[config.mk]
export PLATFORM = sky130hd
export DESIGN_NAME = reorder_buffer_nway
export DESIGN_NICKNAME = d
export VERILOG_FILES = /design/src/rtl/reorder_buffer_nway.sv
export SDC_FILE = /design/constraint.sdc
export NUM_CORES = 2
export LEC_CHECK = 0
export ABC_AREA = 0
export ABC_CLOCK_PERIOD_IN_PS = 7800
export CAP_MARGIN = 30
export CORE_ASPECT_RATIO = 0.5
export CORE_UTILIZATION = 30
export CTS_CLUSTER_DIAMETER = 30
export DETAILED_ROUTE_END_ITERATION = 12
export HOLD_SLACK_MARGIN = 0.15
export PLACE_DENSITY = 0.49
export SETUP_SLACK_MARGIN = 0.4
export SLEW_MARGIN = 15
export SYNTH_ARGS = -nofsm -noshare
export SYNTH_HDL_FRONTEND = slang
export SYNTH_SLANG_ARGS = --single-unit
[constraint.sdc]
create_clock -name clk -period 7.8 [get_ports clk]
set_input_delay 2.34 -clock clk [delete_from_list [all_inputs] [get_ports clk]]
set_output_delay 2.34 -clock clk [all_outputs]
set_load 0.02 [all_outputs]
[src/rtl/reorder_buffer_nway.sv]
// N-way reorder buffer: in-order dispatch, out-of-order CDB completion, in-order retire with flush on mispredict.
// Optional performance counters are compiled in when ROB_PERF_CNT_EN is defined.
module reorder_buffer_nway #(
  parameter int unsigned ROB_DEPTH    = 16,
  parameter int unsigned DISP_WIDTH   = 2,
  parameter int unsigned CDB_WIDTH    = 2,
  parameter int unsigned RET_WIDTH    = 2,
  parameter int unsigned XLEN         = 32,
  parameter int unsigned REG_ADDR_LEN = 5,
  localparam int unsigned TAG_W       = $clog2(ROB_DEPTH)
) (
  input  logic                             clk,
  input  logic                             reset,
  input  logic [DISP_WIDTH-1:0]            disp_valid,
  input  logic [DISP_WIDTH-1:0]            disp_has_dest,
  input  logic [DISP_WIDTH*REG_ADDR_LEN-1:0] disp_reg,
  output logic                             disp_ready,
  output logic [DISP_WIDTH*TAG_W-1:0]      disp_tag,
  input  logic [CDB_WIDTH-1:0]             cdb_valid,
  input  logic [CDB_WIDTH*TAG_W-1:0]       cdb_tag,
  input  logic [CDB_WIDTH*XLEN-1:0]        cdb_data,
  input  logic [CDB_WIDTH*XLEN-1:0]        cdb_target_pc,
  input  logic [CDB_WIDTH-1:0]             cdb_mispredict,
  output logic [RET_WIDTH-1:0]             ret_valid,
  output logic [RET_WIDTH-1:0]             ret_wen,
  output logic [RET_WIDTH*REG_ADDR_LEN-1:0] ret_reg,
  output logic [RET_WIDTH*XLEN-1:0]        ret_data,
  output logic                             flush,
  output logic [XLEN-1:0]                  flush_pc,
  output logic [TAG_W:0]                   free_slots
`ifdef ROB_PERF_CNT_EN
  ,
  output logic [63:0]                      perf_retired,
  output logic [31:0]                      perf_flushes
`endif
);

  logic [ROB_DEPTH-1:0]    valid_q;
  logic [ROB_DEPTH-1:0]    ready_q;
  logic [ROB_DEPTH-1:0]    has_dest_q;
  logic [ROB_DEPTH-1:0]    misp_q;
  logic [REG_ADDR_LEN-1:0] reg_q  [ROB_DEPTH];
  logic [XLEN-1:0]         data_q [ROB_DEPTH];
  logic [XLEN-1:0]         tpc_q  [ROB_DEPTH];

  logic [TAG_W-1:0] head_q, head_d;
  logic [TAG_W-1:0] tail_q, tail_d;
  logic [TAG_W:0]   count_q, count_d;

  logic [TAG_W:0]   disp_cnt;
  logic [TAG_W:0]   ret_cnt;
  logic [TAG_W-1:0] ret_idx;
  logic             ret_stop;

  assign free_slots = (TAG_W+1)'(ROB_DEPTH) - count_q;

  // Lane tags are packed: a lane's tag skips over invalid lanes below it.
  always_comb begin
    disp_cnt = '0;
    disp_tag = '0;
    for (int unsigned i = 0; i < DISP_WIDTH; i++) begin
      disp_tag[i*TAG_W +: TAG_W] = tail_q + disp_cnt[TAG_W-1:0];
      disp_cnt = disp_cnt + (TAG_W+1)'(disp_valid[i]);
    end
    disp_ready = (disp_cnt <= free_slots);
  end

  always_comb begin
    ret_valid = '0;
    ret_wen   = '0;
    ret_reg   = '0;
    ret_data  = '0;
    flush     = 1'b0;
    flush_pc  = '0;
    ret_cnt   = '0;
    ret_stop  = 1'b0;
    ret_idx   = '0;
    for (int unsigned k = 0; k < RET_WIDTH; k++) begin
      ret_idx = head_q + TAG_W'(k);
      if (!ret_stop && valid_q[ret_idx] && ready_q[ret_idx]) begin
        ret_valid[k]                          = 1'b1;
        ret_wen[k]                            = has_dest_q[ret_idx];
        ret_reg[k*REG_ADDR_LEN +: REG_ADDR_LEN] = reg_q[ret_idx];
        ret_data[k*XLEN +: XLEN]              = data_q[ret_idx];
        ret_cnt                               = ret_cnt + 1'b1;
        if (misp_q[ret_idx]) begin
          flush    = 1'b1;
          flush_pc = tpc_q[ret_idx];
          ret_stop = 1'b1;
        end
      end else begin
        ret_stop = 1'b1;
      end
    end
  end

  always_comb begin
    head_d  = head_q + ret_cnt[TAG_W-1:0];
    tail_d  = tail_q;
    count_d = count_q - ret_cnt;
    if (disp_ready) begin
      tail_d  = tail_q + disp_cnt[TAG_W-1:0];
      count_d = count_d + disp_cnt;
    end
  end

  // Update order matters: completion, then retire clear, then allocation (later NBA wins).
  always_ff @(posedge clk) begin
    if (reset || flush) begin
      valid_q    <= '0;
      ready_q    <= '0;
      has_dest_q <= '0;
      misp_q     <= '0;
      head_q     <= '0;
      tail_q     <= '0;
      count_q    <= '0;
    end else begin
      head_q  <= head_d;
      tail_q  <= tail_d;
      count_q <= count_d;
      for (int unsigned c = 0; c < CDB_WIDTH; c++) begin
        if (cdb_valid[c] && valid_q[cdb_tag[c*TAG_W +: TAG_W]]) begin
          ready_q[cdb_tag[c*TAG_W +: TAG_W]] <= 1'b1;
          misp_q[cdb_tag[c*TAG_W +: TAG_W]]  <= cdb_mispredict[c];
          data_q[cdb_tag[c*TAG_W +: TAG_W]]  <= cdb_data[c*XLEN +: XLEN];
          tpc_q[cdb_tag[c*TAG_W +: TAG_W]]   <= cdb_target_pc[c*XLEN +: XLEN];
        end
      end
      for (int unsigned k = 0; k < RET_WIDTH; k++) begin
        if (ret_valid[k]) begin
          valid_q[head_q + TAG_W'(k)] <= 1'b0;
          ready_q[head_q + TAG_W'(k)] <= 1'b0;
        end
      end
      if (disp_ready) begin
        for (int unsigned i = 0; i < DISP_WIDTH; i++) begin
          if (disp_valid[i]) begin
            valid_q[disp_tag[i*TAG_W +: TAG_W]]    <= 1'b1;
            ready_q[disp_tag[i*TAG_W +: TAG_W]]    <= 1'b0;
            misp_q[disp_tag[i*TAG_W +: TAG_W]]     <= 1'b0;
            has_dest_q[disp_tag[i*TAG_W +: TAG_W]] <= disp_has_dest[i];
            reg_q[disp_tag[i*TAG_W +: TAG_W]]      <= disp_reg[i*REG_ADDR_LEN +: REG_ADDR_LEN];
          end
        end
      end
    end
  end

`ifdef ROB_PERF_CNT_EN
  always_ff @(posedge clk) begin
    if (reset) begin
      perf_retired <= '0;
      perf_flushes <= '0;
    end else begin
      perf_retired <= perf_retired + 64'(ret_cnt);
      if (flush) perf_flushes <= perf_flushes + 32'd1;
    end
  end
`endif

endmodule

==> flow_summary.toml <==
[grt]
antenna_found_initial = 31
overflow = 0
grt_max_degree = 140
first_global_vias = 48390
grt_usage = 0.216
grt_first_pass_wirelength_um = 365000

[worst_setup_path]
startpoint_type = "register"
critPathKind = "reg -> out"
cp_max_fo = 14
crit_required_ps = 5460
end_kind = "output port"
r2r_setup_slack_ps = 2150
arrival_ps = 4950

[finish]
layout_common_cells = "1104 x edfxtp_1, 646 x mux2_1, 644 x mux4_2"
syn_to_final_growth_pct = 23.4
multi_input_area_um2 = 33500
fin_util = 0.375
final_area_um2 = 86400
fill_cells = 21460
layout_commonest_cell = "edfxtp_1"
register_area_um2 = 34700
layout-drive-gt1-share = 0.353
stdcell_count = 8044
layout.nets = 4904

[timing]
max_freq_ghz = 0.137
fin_tns_setup_ps = 0
rsz0062_at_grt = "yes"
timing.final.max_slew_violations = 0
period_needed_ps = 7290
hold_viol_final = 0
setup_viol = 0
relSlewSlack = 0.227
setup_slack_ps = 506
finClkSkew_ps = 35.7
finalCritPeriodShare = 0.935
tightest_slew_ps = 1160

[synth]
netlist_instances = 4488
synth_edf_count = 1104
syn_nets = 4669
synth_largest_area_cell = "edfxtp_1"
async_flop_share = 0
yosys_register_bits = 1181
syn_area_um2 = 70000
yosys_warnings = 0
yosysSeqAreaShare = 0.495
synth-main-ff-cell = "edfxtp_1"
netlist.area_leader.share = 0.473
syn_avg_cell_area_um2 = 15.6
ys_top_cells_by_area = "edfxtp_1 47%, mux4_2 21%, mux2_1 10%"
synth_cell_types = 60

[die]
chipHeight_um = 344
start_util = 0.304
die_w_um = 685
core_area_um2 = 230000
io_pins = 281
dieArea_um2 = 236000
rows = 124

[detailed_routing]
avgRoutedWirePerCell_um = 32.1
vias = 45931
drc = 0
viasPerCell = 5.71
drtAntennaViolNets = 0
drtPass1Iterations = 5
wl_um = 259000
drt_iter0_drc = 4860

[clocking]
ctsHoldBuffers = 0
h-tree-depth = 5
clk_path_buf_depth = 4
clk_pin_slew_ps = 50
cts_tree = "done"
cts_buffers = 287
clk_latency_ps = 820
cts.sinks = 1181
root_buffer = "clkbuf_16"

[placement]
io_buffers = 280
dp_cells = 7510
routabilityCongestion = 0.890
dpl_cell_area_um2 = 76800
hpwl_um = 142000
preCtsSetupSlack_ps = 767

[power]
vdd_ir_drop_max_uv = 151
power.density_nw_per_um2 = 234
p_leak_nw = 27.3

[job]
maxCapViolCount = 0

[hold_path]
worstHoldPathType = "reg -> reg"

[outcome]
outcome = "finished, final reports clean"
[through the flow]
step | power [W] | hold slack [ps]
2_1_floorplan | 0.00807 | 475
3_3_place_gp | 0.00857 | 493
3_5_place_dp | 0.00859 | 497
4_1_cts | 0.0203 | 508
5_1_grt | 0.0208 | 538
6_report | 0.0202 | 513
[critical path, stage by stage (launching register included)]
cell and delay (ps):
dfxtp_4 570, ha_2 390, xnor2_4 170, mux4_2 530, a2111o_1 470, and2_1 250
or3_4 600, buf_4 290, o22ai_1 220, clkdlybuf4s50_1 640
[flip-flops by register name (all words and copies together), names as in the netlist]
register and flops:
misp_q 16, tail_q 4, count_q 5, data_q 512
has_dest_q 16, valid_q 16, tpc_q 512, ready_q 16
head_q 4, reg_q 80
[kinds of logic after synthesis]
kind of cell	Yosys count	share of synthesized area
compound gates	283	0.0289
xor+xnor	18	0.00236
buf+inv	554	0.0318
mux	1822	0.395
simple gates	605	0.0414
fa+ha+maj	25	0.00489
flops	1181	0.495
[timing repair]
action / 4_1_cts / 5_1_grt
pin swaps: 1 / 0
gates resized for setup: 10 / 7
endpoints found under the setup margin: 48 / 35
buffers inserted: 1 / 2
cloned: 2 / 0
endpoints found under the hold margin: 0 / 0
[path summary, 6_finish.rpt]
check,endpoint,cells past startpoint,from
worst max-delay path,flush_pc[25],9,head_q[0]$_SDFF_PP0_
worst min-delay path,has_dest_q[7]$_SDFFE_PP0N_,2,has_dest_q[7]$_SDFFE_PP0N_
worst max register to register,count_q[3]$_SDFF_PP0_,18,head_q[0]$_SDFF_PP0_
worst min register to register,has_dest_q[7]$_SDFFE_PP0N_,2,has_dest_q[7]$_SDFFE_PP0N_
[report_power, final]
part	leakage [nW]	switching [W]	internal, W
Clock	4.48	0.00383	0.00787
Combinational	12.3	0.000780	0.000606
Sequential	10.5	0.0000800	0.00704
Total	27.3	0.00469	0.0155
[synthesized netlist by cell type (5+ instances only)]
| library cell | count |
|---|---|
| nor3b_1 | 5 |
| nand3_1 | 72 |
| clkbuf_1 | 289 |
| nor2b_1 | 90 |
| a221oi_1 | 11 |
| a31oi_1 | 5 |
| a221o_1 | 15 |
| a211oi_1 | 82 |
| dfxtp_1 | 77 |
| and2_1 | 16 |
| mux2i_1 | 70 |
| o2111a_1 | 5 |
| mux2_2 | 461 |
| mux2_1 | 646 |
| a21oi_1 | 23 |
| ha_1 | 21 |
| nor4b_1 | 8 |
| buf_2 | 106 |
| a311oi_1 | 10 |
| o21a_1 | 12 |
| nor3_1 | 28 |
| nand2_1 | 247 |
| a222oi_1 | 5 |
| mux4_2 | 645 |
| o22ai_1 | 46 |
| and3_1 | 10 |
| buf_1 | 77 |
| or3_1 | 6 |
| inv_1 | 75 |
| xor2_1 | 7 |
| o21ai_0 | 48 |
| nor2_2 | 8 |
| nor2_1 | 92 |
| nor4b_2 | 5 |
| edfxtp_1 | 1104 |
| nand4_1 | 5 |
| a2111oi_0 | 6 |
| xnor2_1 | 10 |
[routing by layer]
| metal | GRT usage | vias up | part of all wire |
|---|---|---|---|
| li1 | - | 18857 | - |
| met1 | 0.280 | 24653 | 0.41 |
| met2 | 0.368 | 1934 | 0.49 |
| met3 | 0.0337 | 477 | 0.060 |
| met4 | 0.0737 | 10 | 0.032 |
| met5 | 0 | - | 0.00023 |
[final cells by class]
| cell class | instances | area share |
|---|---|---|
| flip-flops and latches | 1181 | 0.402 |
| multi-input cells | 2753 | 0.387 |
| clock buffers | 331 | 0.0868 |
| repair buffers | 422 | 0.0546 |
| well taps | 3087 | 0.0447 |
| clock inverters | 178 | 0.0214 |
| inverters | 78 | 0.00349 |
| diodes | 14 | 0.000405 |
(Power assumes the default switching activity.)
